--- src/rtl/sec_timer_pkg.sv ---
// Shared types and constants for the seconds timer: FSM states, blank segment
// pattern and the hex-to-7-segment lookup table (active-low, gfedcba order).
package sec_timer_pkg;

    typedef enum logic [1:0] {IDLE, RUN, PAUSE, DONE} tmr_state_t;

    localparam logic [6:0] SEG_BLANK = 7'h7F;

    localparam logic [6:0] SEG_TABLE [16] = '{
        7'h40, 7'h79, 7'h24, 7'h30, 7'h19, 7'h12, 7'h02, 7'h78,
        7'h00, 7'h10, 7'h08, 7'h03, 7'h46, 7'h21, 7'h06, 7'h0E
    };

    function automatic logic [6:0] seg_lookup(input logic [3:0] digit);
        return SEG_TABLE[digit];
    endfunction

endpackage

--- src/rtl/bcd_to_7seg.sv ---
// Combinational 4-bit digit to active-low 7-segment (gfedcba) decoder.
module bcd_to_7seg
    import sec_timer_pkg::*;
(
    input  logic [3:0] bcd,
    output logic [6:0] seg
);

    assign seg = seg_lookup(bcd);

endmodule

--- src/rtl/sec_tick_timer.sv ---
// Seconds counter driven by a 1 Hz enable pulse, with start/pause/clear control,
// binary and BCD outputs. Define SEVEN_SEG_EN to add registered hex0/hex1 outputs.
module sec_tick_timer
    import sec_timer_pkg::*;
#(
    parameter int MAX_SEC = 59,
    parameter int SEC_W   = 7
) (
    input  logic             CLOCK,
    input  logic             clr,
    input  logic             tick,
    input  logic             start,
    input  logic             pause,
    input  logic             sclr,
    input  logic [SEC_W-1:0] limit,
    output logic [SEC_W-1:0] sec,
    output logic [3:0]       ones,
    output logic [3:0]       tens,
    output logic             running,
    output logic             done,
    output tmr_state_t       state
`ifdef SEVEN_SEG_EN
    ,
    output logic [6:0]       hex0,
    output logic [6:0]       hex1
`endif
);

    localparam logic [SEC_W-1:0] MAX_V = SEC_W'(MAX_SEC);

    tmr_state_t       state_q, state_n;
    logic [SEC_W-1:0] sec_q, sec_n;
    logic [SEC_W-1:0] lim_q, lim_n;
    logic [SEC_W-1:0] sec_inc;
    logic [3:0]       ones_q, ones_n;
    logic [3:0]       tens_q, tens_n;
    logic             running_q, done_q;

    assign sec_inc = sec_q + 1'b1;

    always_ff @(posedge CLOCK or posedge clr) begin
        if (clr) begin
            state_q   <= IDLE;
            sec_q     <= '0;
            ones_q    <= '0;
            tens_q    <= '0;
            lim_q     <= MAX_V;
            running_q <= 1'b0;
            done_q    <= 1'b0;
        end else begin
            state_q   <= state_n;
            sec_q     <= sec_n;
            ones_q    <= ones_n;
            tens_q    <= tens_n;
            lim_q     <= lim_n;
            running_q <= (state_n == RUN);
            done_q    <= (state_n == DONE);
        end
    end

    // Priority: sclr > pause > start > tick. A start from IDLE/DONE swallows a
    // coincident tick because the counts are zeroed on that edge.
    always_comb begin
        state_n = state_q;
        sec_n   = sec_q;
        ones_n  = ones_q;
        tens_n  = tens_q;
        lim_n   = lim_q;
        if (sclr) begin
            state_n = IDLE;
            sec_n   = '0;
            ones_n  = '0;
            tens_n  = '0;
        end else begin
            case (state_q)
                IDLE, DONE: begin
                    if (start) begin
                        state_n = RUN;
                        sec_n   = '0;
                        ones_n  = '0;
                        tens_n  = '0;
                        lim_n   = (limit == '0 || limit > MAX_V) ? MAX_V : limit;
                    end
                end
                RUN: begin
                    if (pause) begin
                        state_n = PAUSE;
                    end else if (tick) begin
                        sec_n = sec_inc;
                        if (ones_q == 4'd9) begin
                            ones_n = 4'd0;
                            tens_n = tens_q + 4'd1;
                        end else begin
                            ones_n = ones_q + 4'd1;
                        end
                        if (sec_inc == lim_q) begin
                            state_n = DONE;
                        end
                    end
                end
                PAUSE: begin
                    if (start) begin
                        state_n = RUN;
                    end
                end
                default: state_n = IDLE;
            endcase
        end
    end

    assign sec     = sec_q;
    assign ones    = ones_q;
    assign tens    = tens_q;
    assign running = running_q;
    assign done    = done_q;
    assign state   = state_q;

`ifdef SEVEN_SEG_EN
    logic [6:0] seg0, seg1;
    logic [6:0] hex0_q, hex1_q;

    bcd_to_7seg u_seg0 (.bcd(ones_q), .seg(seg0));
    bcd_to_7seg u_seg1 (.bcd(tens_q), .seg(seg1));

    // Registered decode: segments trail the BCD digits by one cycle.
    always_ff @(posedge CLOCK or posedge clr) begin
        if (clr) begin
            hex0_q <= SEG_BLANK;
            hex1_q <= SEG_BLANK;
        end else begin
            hex0_q <= seg0;
            hex1_q <= seg1;
        end
    end

    assign hex0 = hex0_q;
    assign hex1 = hex1_q;
`endif

endmodule

--- config.mk ---
export PLATFORM = sky130hd
export DESIGN_NAME = sec_tick_timer
export DESIGN_NICKNAME = d
export VERILOG_FILES = /design/src/rtl/sec_timer_pkg.sv /design/src/rtl/bcd_to_7seg.sv /design/src/rtl/sec_tick_timer.sv
export SDC_FILE = /design/constraint.sdc
export NUM_CORES = 1
export LEC_CHECK = 0
export BUFFER_PORTS_ARGS = -buffer_cell sky130_fd_sc_hd__buf_2
export CORE_MARGIN = 1.5
export CORE_UTILIZATION = 49
export DETAILED_ROUTE_END_ITERATION = 8
export PLACE_DENSITY = 0.75
export SKIP_LAST_GASP = 1
export SLEW_MARGIN = 25
export SYNTH_ARGS = -nofsm -noshare
export SYNTH_HDL_FRONTEND = slang
export SYNTH_SLANG_ARGS = --single-unit
--- constraint.sdc ---
create_clock -name CLOCK -period 2 [get_ports CLOCK]
set_input_delay 0.2 -clock CLOCK [delete_from_list [all_inputs] [get_ports CLOCK]]
set_output_delay 0.2 -clock CLOCK [all_outputs]
set_load 0.005 [all_outputs]
## Word-level counts from Yosys, hierarchy flattened

Index checks and enable logic that the tools add are counted.

- Add/subtract/negate cells: 3
- Reduce and logical (&&, ||, !) cells: 9
- Bitwise logic cells: 1
- $mul: 0
- Shift operators: 0
- Multiplexer cells: 23
- Eq/ne operators: 11
- Div/mod/pow operators: 0
- Magnitude comparators: 1

Operator list:

| operator | number |
|---|---|
| two-way mux 4 bit | 9 |
| two-way mux 7 bit | 5 |
| case mux 4 bit (2 select lines) | 2 |
| case mux 7 bit (2 select lines) | 1 |
| inequality test 3 bit, second input constant | 4 |
| two-way mux 2 bit | 5 |
| adder 4 x 1 -> 4 bit, second input constant | 2 |
| adder 7 x 1 -> 7 bit, second input constant | 1 |
| equality test 7 bit | 1 |
| greater-than comparator 7 x 6 -> 1 bit, second input constant | 1 |
| logical NOT 7 bit | 1 |
| equality test 2 bit, second input constant | 3 |
| AND reduction 5 bit | 1 |
| equality test 2 x 1 -> 1 bit, second input constant | 2 |
| equality test 4 bit, second input constant | 1 |
| case mux 2 bit (2 select lines) | 1 |
| AND reduction 4 bit | 1 |
| AND reduction 3 bit | 1 |
| nonzero test 3 bit | 1 |
| OR reduction 3 bit | 1 |
| logical NOT 2 bit | 1 |
| OR reduction 2 bit | 1 |
| logical OR 1 bit | 1 |
| inverter 1 bit | 1 |

- Bits in registers: 26
- Input bits: 13
- RAM bits: 0
- Word-level logic and storage cells: 55
- Bits in read-only memories: 0
- Memories kept: 0
- Bits in latches: 0

## Logic depth before layout (Yosys ltp)

- Word-level depth: 8
- Depth in mapped cells: 8

## Worst setup path after synthesis

OpenSTA, ideal clock, no wires.

- Kind: register -> register
- From: register sec_q[0], in the netlist sec[0]
- To: register running_q, in the netlist running
- Arrival: 1.871 ns
- Data required time: 1.913 ns
- Path buffers: 1
- Clock period less this slack: 1.957 ns
- Slack: 0.043 ns
- Cell stages (with the launch flop): 8
- Cell sequence: dfrtp_1 -> ha_1 -> buf_2 -> and4_1 -> a21oi_1 -> o211ai_2 -> or3_4 -> a211oi_2

- Longest elaborated chain between the ends: 8

Ends and longest elaborated chain:

| element | RTL line | RTL |
|---|---|---|
| from (decl) | sec_tick_timer.sv:32 | `logic [SEC_W-1:0] sec_q, sec_n;` |
| from (signal assigned) | sec_tick_timer.sv:52 | `sec_q <= sec_n;` |
| adder 7 x 1 -> 7 bit | sec_tick_timer.sv:39 | `assign sec_inc = sec_q + 1'b1;` |
| equality test 7 bit | sec_tick_timer.sv:96 | `if (sec_inc == lim_q) begin` |
| two-way mux 2 bit | sec_tick_timer.sv:96 |  |
| two-way mux 2 bit | sec_tick_timer.sv:88 | `end else if (tick) begin` |
| two-way mux 2 bit | sec_tick_timer.sv:86 | `if (pause) begin` |
| case mux 2 bit (2 select lines) | sec_tick_timer.sv:75 | `case (state_q)` |
| two-way mux 2 bit | sec_tick_timer.sv:69 | `if (sclr) begin` |
| equality test 2 x 1 -> 1 bit | sec_tick_timer.sv:56 | `running_q <= (state_n == RUN);` |
| to (signal assigned) | sec_tick_timer.sv:56 |  |
| to (decl) | sec_tick_timer.sv:37 | `logic running_q, done_q;` |

Every way passes these cells.
A chain may end at the register's enable or synchronous reset.

## Worst setup path in the final report

Ends and elaborated chain as after synthesis.

==> results_dict.tcl <==
set metrics [dict create \
    finalHoldViolCount 0 \
    fmax_mhz 529.9 \
    grt_use_total 0.2057 \
    yosysWarnings 0 \
    synth_common_cells "dfrtp_1 (21), a21oi_1 (18), nor2_1 (13), nand2_1 (12), o21ai_0 (9)" \
    crit_start "sec[0]" \
    worstPathArrival_ps 2130 \
    clockBufferDepth 2 \
    vias_per_cell 5.542 \
    die_h_um 59.75 \
    cp_max_fo 8 \
    p_comb_frac 0.237 \
    setup_tns_ps 0 \
    synthesis.nets 188 \
    p_int_mw 0.8161 \
    drt_wl_total_um 3465 \
    cts_setup_buffers 0 \
    core.rowCount 20 \
    core_area_mm2 0.003053 \
    power.density_mw_per_mm2 617.4 \
    dpl.hpwl_um 2575 \
    cts_root_buffer "clkbuf_4" \
    hold_class "in2reg" \
    clkTransAtPathRegs_ps 150 \
    antenna_left 0 \
    p_sw_mw 0.3334 \
    worstSetupEndpoint "running" \
    cp.required_ps 2240 \
    ff2ff_setup_slack_ps 110 \
    crit_type "reg2reg" \
    cts.sinks 26 \
    syn_inst 170 \
    drive_gt1_frac 0.2754 \
    seq_area_frac_synth 0.4163 \
    drc 0 \
    fin_hold_ws_ps 94.73 \
    p_sw_frac 0.2900 \
    die_area_mm2 0.003569 \
    port-buffer-count 31 \
    synth_ff_type "dfrtp_1" \
    htreeDepth 1 \
    ir_worst_vdd_mv 0.4167 \
    avgSynthCellArea_um2 9.281 \
    yosys.area.top_type "dfrtp_1" \
    overflow 0 \
    grt_pass1_vias 1260 \
    dr.pass1.iters 4 \
    p_seq_frac 0.528 \
    outcome "finished clean" \
    place.gp.congestion 0.8181 \
    cts_buffers 3 \
    clkPwrFrac 0.235 \
    die_x_um 59.75 \
    r2r-end "running" \
    dr.first_iter.drc_count 50 \
    r2r_start "sec[0]" \
    leakage_nw 0.8618 \
    grt_max_degree 27 \
    ys_seq_elements 26 \
    rsz0062_at_grt "yes" \
    synth-edff-count 0 \
    nFillCells 275 \
    end_kind "register" \
    tightest_slew_ps 440.3 \
    io_pins 32 \
    maxSlewViolCount 0 \
    clock_latency_ps 320 \
    cap_violations 0 \
    fin_worst_skew_ps 6.115 \
    synth_top_area_frac 0.3331 \
    finalSetupViolations 0 \
    synth_area_leaders "dfrtp_1 (33%), dfstp_2 (8.3%), a21oi_1 (5.7%)" \
    reg2regPathDepth 6 \
    n_antenna_cell 0 \
    async_reset_ff_frac 1.000 \
    post-route-period-util 0.9436 \
    nets 226 \
    post_drt_wl_per_cell_um 13.80 \
    yosysMostFrequentCell "dfrtp_1" \
    synthesis.area_mm2 0.001578 \
    initial_core_util 0.5168 \
    cts_tree "done" \
    grt_pass1_wl_um 5637 \
    area_growth_syn_to_layout_pct 18.00 \
    synth_cell_types 46 \
    antenna_found_initial 0 \
    relSlewSlack 0.7040 \
    dr_total_vias 1391 \
    finalCriticalPeriod_ps 1887 \
    startpoint_type "register" \
]
area by class of cell:
| cell class | count | area (um^2) | area share |
|---|---|---|---|
| multi-input combinational | 129 | 858.3 | 0.4610 |
| timing repair buffer | 40 | 225.2 | 0.1210 |
| sequential | 26 | 656.9 | 0.3528 |
| tap | 44 | 55.05 | 0.02957 |
| inverter | 8 | 30.03 | 0.01613 |
| clock buffer | 4 | 36.28 | 0.01949 |
per-layer routing:
layer / vias to the layer above / track usage / part of all wire
li1: 690 / - / -
met3: 2 / 0.02597 / 0.037
met4: 0 / 0.06667 / 0.0069
met5: - / 0 / 0
met2: 26 / 0.3339 / 0.50
met1: 673 / 0.2843 / 0.46
through the flow:
stage	worst slack [ps]	area, um^2	cells	utilization	power [mW]
after floorplan	42.66	1578	170	-	0.8042
after CTS	23.37	1858	251	0.6086	1.161
final	112.9	1862	251	0.6098	1.149
after detailed placement	54.77	1812	246	0.5934	0.8881
after global routing	-51.84	1862	251	0.6098	1.215
after global placement	91.11	1812	246	0.5934	0.8772
power groups by stage:
| stage | logic (mW) | registers [mW] | clock network, mW |
|---|---|---|---|
| floorplan | 0.189 | 0.615 | 0 |
| global placement | 0.261 | 0.616 | 0 |
| detailed placement | 0.270 | 0.618 | 0 |
| CTS | 0.273 | 0.608 | 0.279 |
| global route | 0.300 | 0.614 | 0.302 |
| finish | 0.272 | 0.607 | 0.270 |
logic make-up (layout without fill, tap and decap cells):
group	count (synthesis)	after routing	synth area share
xor gates and xnor gates	9	9	0.05472
DFF	26	26	0.4163
adders and majority gates	5	5	0.03965
muxes	1	1	0.006344
and+or+nand+nor	65	65	0.2355
buffers and inverters	15	52	0.04203
AOI/OAI and AO/OA	49	49	0.2054
timing repair:
action | 4_1_cts | 5_1_grt
hold buffers | 1 | 0
gates resized for setup | 0 | 2
endpoints found under the setup margin | 0 | 12
hold endpoints to repair | 21 | 0
flip-flops by register name (all words and copies together), names as in the netlist:
signal / flops
done: 1
lim_q: 7
ones: 4
running: 1
sec: 7
state: 2
tens: 4
how the worst min path moves through the flow:
stage	to	slack [ps]	from	cells past startpoint
finish	lim_q[5]	90	limit[5]	3
global route	lim_q[5]	90	limit[5]	3
CTS	lim_q[5]	100	limit[5]	3
detailed placement	running	270	clr	3
global placement	state[1]	270	clr	3
floorplan	done	240	clr	1
critical path, stage by stage (launching register included):
cell and delay (ps):
dfrtp_1 420, ha_2 250, and4_1 240, a21oi_1 180
o211ai_2 120, or3_4 390, a211oi_2 220
layout by cell type, fill, tap and decap left out, types with 4 or more instances in the layout:
cell / n
a21oi_1: 18
buf_2: 31
buf_4: 8
dfrtp_1: 21
dfstp_2: 5
ha_1: 4
inv_1: 8
nand2_1: 12
nand2b_1: 4
nand3_1: 4
nor2_1: 13
nor2b_1: 5
o21ai_0: 9
o22a_1: 4
o31ai_1: 5
xnor2_1: 5
No activity file was read; power rests on OpenSTA's default activity.
